### src/rtl/dmac_desc_pkg.sv
// Shared register map, CONF bit positions and descriptor record for the DMA descriptor front end.
// Pure declarations: no latency, no flow control.
package dmac_desc_pkg;

  localparam int DESC_ADDR_W  = 64;
  localparam int DESC_LEN_W   = 32;
  localparam int DESC_TID_W   = 4;
  localparam int NUM_CFG_REGS = 6;

  localparam logic [2:0] OFF_SRC_LO = 3'd0;
  localparam logic [2:0] OFF_SRC_HI = 3'd1;
  localparam logic [2:0] OFF_DST_LO = 3'd2;
  localparam logic [2:0] OFF_DST_HI = 3'd3;
  localparam logic [2:0] OFF_LEN    = 3'd4;
  localparam logic [2:0] OFF_CONF   = 3'd5;
  localparam logic [2:0] OFF_LAUNCH = 3'd6;
  localparam logic [2:0] OFF_STATUS = 3'd7;

  localparam int CONF_DECOUPLE = 0;
  localparam int CONF_IRQ_EN   = 1;
  localparam int CONF_EVENT_EN = 2;

  typedef struct packed {
    logic [DESC_ADDR_W-1:0] src;
    logic [DESC_ADDR_W-1:0] dst;
    logic [DESC_LEN_W-1:0]  len;
    logic [DESC_TID_W-1:0]  tid;
    logic                   decouple;
  } desc_t;

  function automatic int rr_next(input int idx, input int n);
    return (idx + 1) % n;
  endfunction

endpackage

### src/rtl/dmac_tid_alloc.sv
// In-order TID allocator with outstanding bitmap and per-TID {owner, irq_en, event_en} table.
// Alloc/retire land on the next edge; term pulses are registered one cycle after retire, no backpressure.
module dmac_tid_alloc #(
  parameter int NB_CORES  = 4,
  parameter int TID_WIDTH = 4,
  parameter int CORE_W    = (NB_CORES > 1) ? $clog2(NB_CORES) : 1,
  parameter int NTID      = 2**TID_WIDTH
) (
  input  logic                 clk_i,
  input  logic                 rst_ni,
  input  logic                 alloc_i,
  input  logic [CORE_W-1:0]    alloc_core_i,
  input  logic                 alloc_irq_en_i,
  input  logic                 alloc_event_en_i,
  output logic [TID_WIDTH-1:0] next_tid_o,
  output logic                 next_free_o,
  input  logic                 retire_i,
  input  logic [TID_WIDTH-1:0] retire_tid_i,
  output logic [NTID-1:0]      bitmap_o,
  output logic [NB_CORES-1:0]  term_event_o,
  output logic [NB_CORES-1:0]  term_irq_o
);

  logic [TID_WIDTH-1:0] next_tid_q, next_tid_d;
  logic [NTID-1:0]      bitmap_q, bitmap_d;
  logic [NTID-1:0]      irq_en_q, irq_en_d;
  logic [NTID-1:0]      event_en_q, event_en_d;
  logic [CORE_W-1:0]    owner_q [NTID];
  logic [CORE_W-1:0]    owner_d [NTID];
  logic [NB_CORES-1:0]  term_event_q, term_event_d;
  logic [NB_CORES-1:0]  term_irq_q, term_irq_d;
  logic                 retire_hit;

  assign next_free_o  = !bitmap_q[next_tid_q];
  assign retire_hit   = retire_i && bitmap_q[retire_tid_i];
  assign next_tid_o   = next_tid_q;
  assign bitmap_o     = bitmap_q;
  assign term_event_o = term_event_q;
  assign term_irq_o   = term_irq_q;

  always_comb begin
    next_tid_d   = next_tid_q;
    bitmap_d     = bitmap_q;
    irq_en_d     = irq_en_q;
    event_en_d   = event_en_q;
    owner_d      = owner_q;
    term_event_d = '0;
    term_irq_d   = '0;
    // A retiring TID is set and an allocated TID is clear, so both can proceed in one cycle.
    if (retire_hit) begin
      bitmap_d[retire_tid_i]                = 1'b0;
      term_event_d[owner_q[retire_tid_i]]   = event_en_q[retire_tid_i];
      term_irq_d[owner_q[retire_tid_i]]     = irq_en_q[retire_tid_i];
    end
    if (alloc_i && next_free_o) begin
      bitmap_d[next_tid_q]   = 1'b1;
      owner_d[next_tid_q]    = alloc_core_i;
      irq_en_d[next_tid_q]   = alloc_irq_en_i;
      event_en_d[next_tid_q] = alloc_event_en_i;
      next_tid_d             = next_tid_q + TID_WIDTH'(1);
    end
  end

  always_ff @(posedge clk_i or negedge rst_ni) begin
    if (!rst_ni) begin
      next_tid_q   <= '0;
      bitmap_q     <= '0;
      irq_en_q     <= '0;
      event_en_q   <= '0;
      term_event_q <= '0;
      term_irq_q   <= '0;
      for (int t = 0; t < NTID; t++) owner_q[t] <= '0;
    end else begin
      next_tid_q   <= next_tid_d;
      bitmap_q     <= bitmap_d;
      irq_en_q     <= irq_en_d;
      event_en_q   <= event_en_d;
      term_event_q <= term_event_d;
      term_irq_q   <= term_irq_d;
      owner_q      <= owner_d;
    end
  end

endmodule

### src/rtl/dmac_desc_queue.sv
// Per-core DMA descriptor front end: control registers, one staged descriptor per core, RR launch and output arbitration.
// Control response 1 cycle after gnt; LAUNCH stalls (gnt=0) on full slot or busy next TID; desc_* held while valid && !ready.
module dmac_desc_queue
  import dmac_desc_pkg::*;
#(
  parameter int NB_CORES       = 4,
  parameter int DATA_WIDTH     = 32,
  parameter int ADDR_WIDTH     = 32,
  parameter int BE_WIDTH       = DATA_WIDTH / 8,
  parameter int DMA_ADDR_WIDTH = DESC_ADDR_W,
  parameter int LEN_WIDTH      = DESC_LEN_W,
  parameter int TID_WIDTH      = DESC_TID_W
) (
  input  logic                                 clk_i,
  input  logic                                 rst_ni,
  input  logic [NB_CORES-1:0]                  ctrl_req_i,
  input  logic [NB_CORES-1:0]                  ctrl_wen_i,
  input  logic [NB_CORES-1:0][ADDR_WIDTH-1:0]  ctrl_add_i,
  input  logic [NB_CORES-1:0][DATA_WIDTH-1:0]  ctrl_wdata_i,
  input  logic [NB_CORES-1:0][BE_WIDTH-1:0]    ctrl_be_i,
  output logic [NB_CORES-1:0]                  ctrl_gnt_o,
  output logic [NB_CORES-1:0]                  ctrl_r_valid_o,
  output logic [NB_CORES-1:0][DATA_WIDTH-1:0]  ctrl_r_rdata_o,
  output logic                                 desc_valid_o,
  input  logic                                 desc_ready_i,
  output logic [DMA_ADDR_WIDTH-1:0]            desc_src_o,
  output logic [DMA_ADDR_WIDTH-1:0]            desc_dst_o,
  output logic [LEN_WIDTH-1:0]                 desc_len_o,
  output logic [TID_WIDTH-1:0]                 desc_tid_o,
  output logic                                 desc_decouple_o,
  input  logic                                 done_valid_i,
  input  logic [TID_WIDTH-1:0]                 done_tid_i,
  output logic [NB_CORES-1:0]                  term_event_o,
  output logic [NB_CORES-1:0]                  term_irq_o,
  output logic                                 busy_o
);

  localparam int CORE_W = (NB_CORES > 1) ? $clog2(NB_CORES) : 1;
  localparam int NTID   = 2**TID_WIDTH;

  logic [DATA_WIDTH-1:0] regs_q [NB_CORES][NUM_CFG_REGS];
  logic [DATA_WIDTH-1:0] regs_d [NB_CORES][NUM_CFG_REGS];
  logic [DATA_WIDTH-1:0] rdata_q [NB_CORES];
  logic [DATA_WIDTH-1:0] rdata_d [NB_CORES];
  desc_t                 slot_q [NB_CORES];
  desc_t                 slot_d [NB_CORES];
  logic [NB_CORES-1:0]   slot_full_q, slot_full_d;
  logic [NB_CORES-1:0]   r_valid_q, r_valid_d;
  logic [CORE_W-1:0]     lrr_q, lrr_d, orr_q, orr_d, hold_sel_q, hold_sel_d;
  logic                  hold_q, hold_d;

  logic [NB_CORES-1:0]   launch_req;
  logic                  launch_found, launch_go, handshake;
  logic [CORE_W-1:0]     launch_idx, pick_idx, out_sel, lidx, oidx;
  logic [2:0]            off;
  logic [TID_WIDTH-1:0]  next_tid;
  logic                  next_free;
  logic [NTID-1:0]       bitmap;
  desc_t                 out_desc;
  logic                  unused_add;

  assign unused_add = ^ctrl_add_i;

  // Launch arbitration: first requesting core with an empty slot, starting at the RR pointer.
  always_comb begin
    launch_req   = '0;
    launch_found = 1'b0;
    launch_idx   = lrr_q;
    lidx         = '0;
    for (int c = 0; c < NB_CORES; c++)
      launch_req[c] = ctrl_req_i[c] && ctrl_wen_i[c] && (ctrl_add_i[c][4:2] == OFF_LAUNCH);
    for (int i = 0; i < NB_CORES; i++) begin
      lidx = CORE_W'((int'(lrr_q) + i) % NB_CORES);
      if (!launch_found && launch_req[lidx] && !slot_full_q[lidx]) begin
        launch_found = 1'b1;
        launch_idx   = lidx;
      end
    end
    launch_go = launch_found && next_free;
    for (int c = 0; c < NB_CORES; c++)
      ctrl_gnt_o[c] = ctrl_req_i[c] && (!launch_req[c] || (launch_go && launch_idx == CORE_W'(c)));
  end

  always_comb begin
    regs_d    = regs_q;
    rdata_d   = rdata_q;
    r_valid_d = ctrl_gnt_o;
    off       = '0;
    for (int c = 0; c < NB_CORES; c++) begin
      off = ctrl_add_i[c][4:2];
      if (ctrl_req_i[c] && !ctrl_wen_i[c] && off <= OFF_CONF)
        for (int b = 0; b < BE_WIDTH; b++)
          if (ctrl_be_i[c][b]) regs_d[c][off][8*b +: 8] = ctrl_wdata_i[c][8*b +: 8];
      if (ctrl_gnt_o[c] && ctrl_wen_i[c]) begin
        case (off)
          OFF_LAUNCH: rdata_d[c] = DATA_WIDTH'(next_tid);
          OFF_STATUS: rdata_d[c] = DATA_WIDTH'(bitmap);
          default:    rdata_d[c] = regs_q[c][off];
        endcase
      end
    end
  end

  // Output arbiter; the selection is frozen while a descriptor is stalled by the backend.
  always_comb begin
    pick_idx     = orr_q;
    desc_valid_o = 1'b0;
    oidx         = '0;
    for (int i = 0; i < NB_CORES; i++) begin
      oidx = CORE_W'((int'(orr_q) + i) % NB_CORES);
      if (!desc_valid_o && slot_full_q[oidx]) begin
        desc_valid_o = 1'b1;
        pick_idx     = oidx;
      end
    end
    out_sel    = hold_q ? hold_sel_q : pick_idx;
    out_desc   = slot_q[out_sel];
    handshake  = desc_valid_o && desc_ready_i;
    hold_d     = desc_valid_o && !desc_ready_i;
    hold_sel_d = out_sel;
    orr_d      = handshake ? CORE_W'(rr_next(int'(out_sel), NB_CORES)) : orr_q;
    lrr_d      = launch_go ? CORE_W'(rr_next(int'(launch_idx), NB_CORES)) : lrr_q;
  end

  always_comb begin
    slot_d      = slot_q;
    slot_full_d = slot_full_q;
    if (handshake) slot_full_d[out_sel] = 1'b0;
    if (launch_go) begin
      slot_full_d[launch_idx]     = 1'b1;
      slot_d[launch_idx].src      = {regs_q[launch_idx][OFF_SRC_HI], regs_q[launch_idx][OFF_SRC_LO]};
      slot_d[launch_idx].dst      = {regs_q[launch_idx][OFF_DST_HI], regs_q[launch_idx][OFF_DST_LO]};
      slot_d[launch_idx].len      = regs_q[launch_idx][OFF_LEN];
      slot_d[launch_idx].tid      = next_tid;
      slot_d[launch_idx].decouple = regs_q[launch_idx][OFF_CONF][CONF_DECOUPLE];
    end
  end

  always_ff @(posedge clk_i or negedge rst_ni) begin
    if (!rst_ni) begin
      for (int c = 0; c < NB_CORES; c++) begin
        for (int r = 0; r < NUM_CFG_REGS; r++) regs_q[c][r] <= '0;
        rdata_q[c] <= '0;
        slot_q[c]  <= '0;
      end
      slot_full_q <= '0;
      r_valid_q   <= '0;
      lrr_q       <= '0;
      orr_q       <= '0;
      hold_q      <= 1'b0;
      hold_sel_q  <= '0;
    end else begin
      regs_q      <= regs_d;
      rdata_q     <= rdata_d;
      slot_q      <= slot_d;
      slot_full_q <= slot_full_d;
      r_valid_q   <= r_valid_d;
      lrr_q       <= lrr_d;
      orr_q       <= orr_d;
      hold_q      <= hold_d;
      hold_sel_q  <= hold_sel_d;
    end
  end

  dmac_tid_alloc #(
    .NB_CORES  (NB_CORES),
    .TID_WIDTH (TID_WIDTH),
    .CORE_W    (CORE_W),
    .NTID      (NTID)
  ) u_tid_alloc (
    .clk_i            (clk_i),
    .rst_ni           (rst_ni),
    .alloc_i          (launch_go),
    .alloc_core_i     (launch_idx),
    .alloc_irq_en_i   (regs_q[launch_idx][OFF_CONF][CONF_IRQ_EN]),
    .alloc_event_en_i (regs_q[launch_idx][OFF_CONF][CONF_EVENT_EN]),
    .next_tid_o       (next_tid),
    .next_free_o      (next_free),
    .retire_i         (done_valid_i),
    .retire_tid_i     (done_tid_i),
    .bitmap_o         (bitmap),
    .term_event_o     (term_event_o),
    .term_irq_o       (term_irq_o)
  );

  always_comb begin
    for (int c = 0; c < NB_CORES; c++) ctrl_r_rdata_o[c] = rdata_q[c];
  end

  assign ctrl_r_valid_o  = r_valid_q;
  assign desc_src_o      = out_desc.src;
  assign desc_dst_o      = out_desc.dst;
  assign desc_len_o      = out_desc.len;
  assign desc_tid_o      = out_desc.tid;
  assign desc_decouple_o = out_desc.decouple;
  assign busy_o          = (|bitmap) || (|slot_full_q);

endmodule

### config.mk
export PLATFORM = sky130hd
export DESIGN_NAME = dmac_desc_queue
export DESIGN_NICKNAME = d
export VERILOG_FILES = /design/src/rtl/dmac_desc_pkg.sv /design/src/rtl/dmac_tid_alloc.sv /design/src/rtl/dmac_desc_queue.sv
export SDC_FILE = /design/constraint.sdc
export NUM_CORES = 2
export LEC_CHECK = 0
export CAP_MARGIN = 20
export CORE_ASPECT_RATIO = 1.25
export CORE_MARGIN = 5
export CORE_UTILIZATION = 55
export DETAILED_ROUTE_END_ITERATION = 16
export PLACE_DENSITY_LB_ADDON = 0.12
export SLEW_MARGIN = 20
export SYNTH_ARGS = -nofsm -noshare
export SYNTH_HDL_FRONTEND = slang
export SYNTH_SLANG_ARGS = --single-unit
### constraint.sdc
create_clock -name clk_i -period 9 [get_ports clk_i]
set_clock_uncertainty 0.2 [all_clocks]
set_input_delay 0.9 -clock clk_i [delete_from_list [all_inputs] [get_ports clk_i]]
set_output_delay 0.9 -clock clk_i [all_outputs]
set_load 0.02 [all_outputs]
Word level (Yosys, flattened, before mapping)

Cells that the tools add are included.

Bits in registers: 1663
Output and inout port bits: 311
Logic and storage cells: 414

$add $sub $neg: 9
Magnitude comparators: 36
Equal/unequal tests: 11
Multiplexer cells: 184
Bitwise gates (word level): 16
Reductions and logical operators: 82

Operators by type and width:

| cell                                                | count |
|---|---|
| 2-to-1 mux 192 bit                                  | 30 |
| bitwise mux 660 bit                                 | 5 |
| bitwise mux 192 bit                                 | 16 |
| demux 165 bit (select 2 bit)                        | 5 |
| demux 32 bit (select 3 bit)                         | 16 |
| 2-to-1 mux 165 bit                                  | 3 |
| binary-select mux 192 bit (select 2 bit)            | 1 |
| binary-select mux 32 bit (select 3 bit)             | 4 |
| 2-to-1 mux 32 bit                                   | 12 |
| binary-select mux 165 bit (select 2 bit)            | 1 |
| one-hot mux 32 bit (2 select lines)                 | 4 |
| 2-to-1 mux 101 bit                                  | 1 |
| 2-to-1 mux 16 bit                                   | 6 |
| 2-to-1 mux 24 bit                                   | 4 |
| logical AND 1 bit                                   | 54 |
| 2-to-1 mux 37 bit                                   | 1 |
| < comparator 2 x 3 -> 1 bit (second input constant) | 11 |
| bitwise mux 16 bit                                  | 2 |
| bitwise mux 32 bit                                  | 1 |
| 2-to-1 mux 8 bit                                    | 4 |
| 2-to-1 mux 1 bit                                    | 30 |
| binary-select mux 1 bit (select 2 bit)              | 12 |
| equality test 3 bit (second input constant)         | 8 |
| zero test 1 bit                                     | 20 |
| other kinds (36)                                    | 87 |

Logic depth before layout (Yosys ltp)

Word-level depth: 28
Gate-level depth with buffers: 12

Hierarchy

A second synthesis with hierarchy kept.

Cells, all modules: 6305
Area, all modules: 75323.5 um2

Modules (own cells, without submodules):

| module          | times used | cells an instance | area an instance (um2) |
|---|---|---|---|
| dmac_desc_queue | 1          | 5987              | 70726.6 |
| dmac_tid_alloc  | 1          | 318               | 4596.9 |

Least setup slack after synthesis

Ideal clock, no wire load.

Path type: input to output
From: input port ctrl_add_i[3] (netlist bit)
To: output port ctrl_gnt_o[0]
Arrival: 3237 ps
Data required time: 7900 ps
Setup slack: 4663 ps
Stages: 9
Buffers on the path: 3
Path through: buf_2 > nand4_2 > or3_4 > o21a_1 > a32oi_4 > o211ai_2 > clkbuf_1 > clkbuf_1 > a21oi_1

Cells in the longest elaborated chain, start to end: 22
Elaborated cells between the ends (all ways): 33

Ends and longest elaborated chain:

| element                                              | RTL line                                     | text |
|---|---|---|
| from (decl)                                          | dmac_desc_queue.sv:18                        | `input logic [NB_CORES-1:0][ADDR_WIDTH-1:0] ctrl_add_i,` |
| equality test 3 bit (*)                              | dmac_desc_queue.sv:71                        | `launch_req[c] = ctrl_req_i[c] && ctrl_wen_i[c] && (ctrl_add_i[c][4:2] == OFF_LAUNCH);` |
| logical AND 1 bit (*)                                | dmac_desc_queue.sv:71                        |  |
| binary-select mux 1 bit (select 2 bit)               | dmac_desc_queue.sv:74                        | `if (!launch_found && launch_req[lidx] && !slot_full_q[lidx]) begin` |
| 2-to-1 mux 1 bit (not written as such)               | dmac_desc_queue.sv:74                        |  |
| logical AND 1 bit                                    | dmac_desc_queue.sv:74                        |  |
| 2-to-1 mux 1 bit                                     | dmac_desc_queue.sv:74                        |  |
| zero test 1 bit                                      | dmac_desc_queue.sv:74                        |  |
| logical AND 1 bit (2 in a row)                       | dmac_desc_queue.sv:74                        |  |
| [4 not listed]                                       | n/a                                          |  |
| 2-to-1 mux 1 bit                                     | dmac_desc_queue.sv:74                        |  |
| zero test 1 bit                                      | dmac_desc_queue.sv:74                        |  |
| logical AND 1 bit (2 in a row)                       | dmac_desc_queue.sv:74                        |  |
| 2-to-1 mux 2 bit or 2-to-1 mux 1 bit (tied branches) | dmac_desc_queue.sv:74                        |  |
| zero test 2 bit or logical AND 1 bit (tied branches) | dmac_desc_queue.sv:81, dmac_desc_queue.sv:79 |  |
| logical AND 1 bit                                    | dmac_desc_queue.sv:81                        | `ctrl_gnt_o[c] = ctrl_req_i[c] && (!launch_req[c] \|\| (launch_go && launch_idx == CORE_W'(c)));` |
| logical OR 1 bit (*)                                 | dmac_desc_queue.sv:81                        |  |
| logical AND 1 bit (*)                                | dmac_desc_queue.sv:81                        |  |
| to (decl)                                            | dmac_desc_queue.sv:21                        | `output logic [NB_CORES-1:0] ctrl_gnt_o,` |

Mark *: on every way between the ends. The rest lies on a longest branch, timed or not. The select of a mux whose other input is x is not followed.

Final worst setup path

From: register slot_full_q[2]
To: output port desc_dst_o[31]

Cells in the longest elaborated chain, start to end: 17
Elaborated cells between the ends (all ways): 25

Ends and longest elaborated chain:

| element                                                   | RTL line               | text |
|---|---|---|
| from (decl)                                               | dmac_desc_queue.sv:47  | `logic [NB_CORES-1:0] slot_full_q, slot_full_d;` |
| from (signal assigned)                                    | dmac_desc_queue.sv:156 | `slot_full_q <= slot_full_d;` |
| binary-select mux 1 bit (select 2 bit)                    | dmac_desc_queue.sv:111 | `if (!desc_valid_o && slot_full_q[oidx]) begin` |
| 2-to-1 mux 1 bit (not written as such)                    | dmac_desc_queue.sv:111 |  |
| 2-to-1 mux 1 bit                                          | dmac_desc_queue.sv:111 |  |
| zero test 1 bit                                           | dmac_desc_queue.sv:111 |  |
| logical AND 1 bit                                         | dmac_desc_queue.sv:111 |  |
| 2-to-1 mux 1 bit                                          | dmac_desc_queue.sv:111 |  |
| zero test 1 bit                                           | dmac_desc_queue.sv:111 |  |
| logical AND 1 bit                                         | dmac_desc_queue.sv:111 |  |
| 2-to-1 mux 1 bit                                          | dmac_desc_queue.sv:111 |  |
| zero test 1 bit                                           | dmac_desc_queue.sv:111 |  |
| logical AND 1 bit                                         | dmac_desc_queue.sv:111 |  |
| 2-to-1 mux 2 bit (*)                                      | dmac_desc_queue.sv:111 |  |
| 2-to-1 mux 2 bit (*)                                      | dmac_desc_queue.sv:116 | `out_sel = hold_q ? hold_sel_q : pick_idx;` |
| NOT 2 -> 3 bit (not written as such) (*)                  | dmac_desc_queue.sv:117 | `out_desc = slot_q[out_sel];` |
| binary-select mux 165 bit (select 2 bit) (*)              | dmac_desc_queue.sv:117 |  |
| 2-to-1 mux 165 bit (not written as such) (*) (2 in a row) | dmac_desc_queue.sv:117 |  |
| to (decl)                                                 | dmac_desc_queue.sv:27  | `output logic [DMA_ADDR_WIDTH-1:0] desc_dst_o,` |

Marks and branches as above.

==> impl_results.md <==
* Antenna Violating Nets Remaining at 0
* HPWL Detailed at 224 mm
* Fillers at around 11000
* Initial Util at 55.4%
* Crit Path Class: register to output port
* Final hold vios at 0
* Ys flop type: dfrtp_1
* Reg-to-Reg Start: u_tid_alloc.next_tid_o[3]$_DFFE_PN0P_
* Compound-Gate Fraction of Synth Area at 7.10%
* Initial DRC count at slightly below 7000
* Setup_tns at 0 ns
* Area growth syn-to-layout at 16.2%
* FF-to-FF setup slack at about 3.0 ns
* Post-synthesis adder-cell area fraction at 0.135%
* Largest family of logic cells by synthesized area: multiplexers
* CTS tree: built
* Reg2Reg Depth at 9
* Total gr overflow at 0
* CP cell instances: inv_1 > nor3_1 > a2111oi_0 > o31ai_4 > buf_4 > inv_8 > buf_12 > buf_4 > nand2_1 > a31oi_1 > clkdlybuf4s50_1
* Slowest cell on crit path: clkdlybuf4s50_1
* Wire per inst at about 36 um
* Area of the core at 134000 um^2
* Gpl congestion at 1.03
* Die X at 338 um
* Xor/xnor share of the synthesized area at less than 1%
* HP Start: u_tid_alloc.owner_q[1]$_DFFE_PN0P_
* Die area at 142000 um^2
* Final worst-path cycle share at 76.3%
* Drt via density at 6.68
* Peak VDD IR at between 0.4 and 0.5 mV
* CP peak stage delay at 0.74 ns
* PwrDens at 400 nW/um^2
* Register area share after synthesis at 56.1%
* Largest net degree at the start of global routing at ~170
* Power Total at ~34 mW
* Startpoint types: register
* Slew margin rel. at 22.3%
* Area occupied by multi-input gates at 30900 um^2
* Avg Inst Size Synth at 11.9 um^2
* EDFF count, synth at 0
* Simple-gate portion of the synthesized area at a little over a tenth
* Layout cell share with drive strength beyond 1 at 25.0%
* Setup Buffers After CTS at 0
* CP Max Fanout at between 90 and 100
* Count of clock tree sinks at 1663
* Synthesis Warnings at 0
* Outcome: finished, final reports clean
* CP dominant cell by count: buf_4
* First-pass GRT wire length at ~420 mm
* I/O Buffers at 482
* Drt pass-1 iters at 6
* Leakage power at 40.0 nW
* GRT Overall Usage at between 40 and 50%
* Max-cap violations at 0
* Final net count at just under 7000
* Cts bufs inserted at 167
* Register area at 41600 um^2
* Initial antenna violation count at 49
* Clk slew on worst S/H paths at 0.06 ns
* Ports at 599
* Fmax at 146 MHz
* Crit path to: desc_dst_o[31]
* Post-Syn Area at 74100 um^2
* Yosys reg bits at 1663
* Tightest Pin Transition at 1.16 ns
* Final min period at 6.87 ns
* # setup viols final at 0
* Worst-Skew Late Latency at approximately 0.83 ns
* Mux share of post-synthesis cell area at 23.2%
* Slew Viols, Final at 0
* Vias in the first global route at 55813
* Worst reg2reg path endpoint: ctrl_r_rdata_o[79]$_DFFE_PN0P_
* Hold Path Class: register to register
* Height of the chip at 420 um
* Drc violations at 0
* Async SR Flop Fraction at 100%
* Syn Inst Count at 6233
* Arr. time, crit path at 5.77 ns
* Routed via count at 56817
* RSZ-0062 raised after global routing: false
* Crit end category: output port
* H-tree depth at 4
* Worst Path Required at 7.90 ns
* Mapped Nets at 6529
* Clk buf depth at 3
* WL final at 306 mm
* # rows at 150
* CP startpoint: slot_full_q[2]$_DFF_PN0_
* Synth unique cells at 75
* Root buffer cell: clkbuf_16
-- through the flow --
| step | utilization, % | cells | worst slack (ns) | area [um^2] | hold WS [ns] |
|---|---|---|---|---|---|
| after floorplan | - | 6233 | 4.66 | 74100 | 0.234 |
| after global placement | 60.1 | 8164 | 2.21 | 80400 | 0.252 |
| after detailed placement | 60.1 | 8164 | 2.15 | 80500 | 0.260 |
| after CTS | 64.3 | 8463 | 2.15 | 86000 | 0.275 |
| after global routing | 64.3 | 8468 | 1.89 | 86000 | 0.300 |
| final | 64.4 | 8507 | 2.13 | 86100 | 0.276 |
-- timing repair --
action,in CTS,in global routing
hold buffers,1,0
gates resized for setup,0,0
hold endpoints to repair,119,0
-- registers in the layout, indices dropped and copies added, names as in the netlist, 16 cells and up --
register / count
u_tid_alloc.irq_en_q: 16
u_tid_alloc.owner_q: 32
slot_q: 660
regs_q: 768
ctrl_r_rdata_o: 128
u_tid_alloc.event_en_q: 16
u_tid_alloc.bitmap_o: 16
-- power by group --
group	switching [mW]	internal, mW
Sequential	1.91	9.63
Clock	3.05	4.06
Combinational	10.7	5.08
-- cells in the mapped netlist, drive strengths merged, types with 4 or more instances --
cell type,n,area [um^2]
mux4,57,1280
a21oi,86,430
nor4,6,37.5
nand3,43,215
xnor2,4,35.0
and2,28,175
nor3,32,181
nand2,1399,5250
clkbuf,277,1040
o221ai,42,368
mux2,1340,15100
mux2i,83,831
a221oi,62,543
a22oi,118,896
dfrtp,1663,41600
a41oi,5,43.8
nor2,148,558
o31ai,9,67.6
a22o,57,499
or4,4,30.0
o21a,5,37.5
nand2b,8,50.1
o41ai,8,108
o21ai,62,322
inv,27,101
a221o,8,80.1
nor2b,12,75.1
buf,126,689
o211ai,17,138
a211oi,13,110
a31oi,221,1380
nand4,37,238
and3,184,1150
ha,8,100
-- worst min path at each step --
stage	to	slack, ns	depth (start not counted)
floorplan	u_tid_alloc.owner_q[1]$_DFFE_PN0P_	0.23	2
global placement	u_tid_alloc.owner_q[1]$_DFFE_PN0P_	0.25	2
detailed placement	u_tid_alloc.owner_q[7]$_DFFE_PN0P_	0.26	2
CTS	u_tid_alloc.owner_q[1]$_DFFE_PN0P_	0.28	2
global route	slot_q[520]$_DFFE_PN0P_	0.30	2
finish	u_tid_alloc.owner_q[1]$_DFFE_PN0P_	0.28	2
-- cell type report --
type	instances	area share [%]
flip-flops and latches	1663	48.3
multi-input cells	4139	35.8
repair buffers	587	6.65
clock buffers	253	5.85
well taps	1748	2.54
clock inverters	45	0.539
inverters	28	0.134
diodes	44	0.128
-- layout by cell type (no fill, tap or decap), drive strengths merged, types with 44 or more instances in the layout --
cell type      instances
a21oi                 86
mux2                1340
a22o                  57
dfrtp               1663
and3                 184
o21ai                 62
clkbuf               253
a22oi                118
nand2               1399
mux4                  57
mux2i                 83
buf                  117
diode                 44
clkdlybuf4s50        469
a31oi                221
a221oi                62
nor2                 148
-- worst max-delay path, delay by kind of cell, from the launching register on --
family	cells	cell delay, ns
AND/OR/NAND/NOR	2	0.27
AO/OA/AOI/OAI	3	1.31
buffers and inverters	6	2.76
flip-flops	1	0.45
-- routing by layer --
layer | global-route usage (%) | part of all wire (%)
met4 | 38.7 | 12
met2 | 63.5 | 44
met3 | 12.4 | 10
met1 | 49.6 | 34
met5 | 0 | 0.056
-- cells by family (layout without fill, tap and decap cells) --
family                     Yosys count  in the layout
AOI/OAI and AO/OA                  733            733
adders and majority gates            8              8
xor gates and xnor gates             4              4
and+or+nand+nor                   1914           1914
muxes                             1480           1480
DFF                               1663           1663
other                                0             44
buffers and inverters              431            913
No activity file was read; power rests on OpenSTA's default activity.
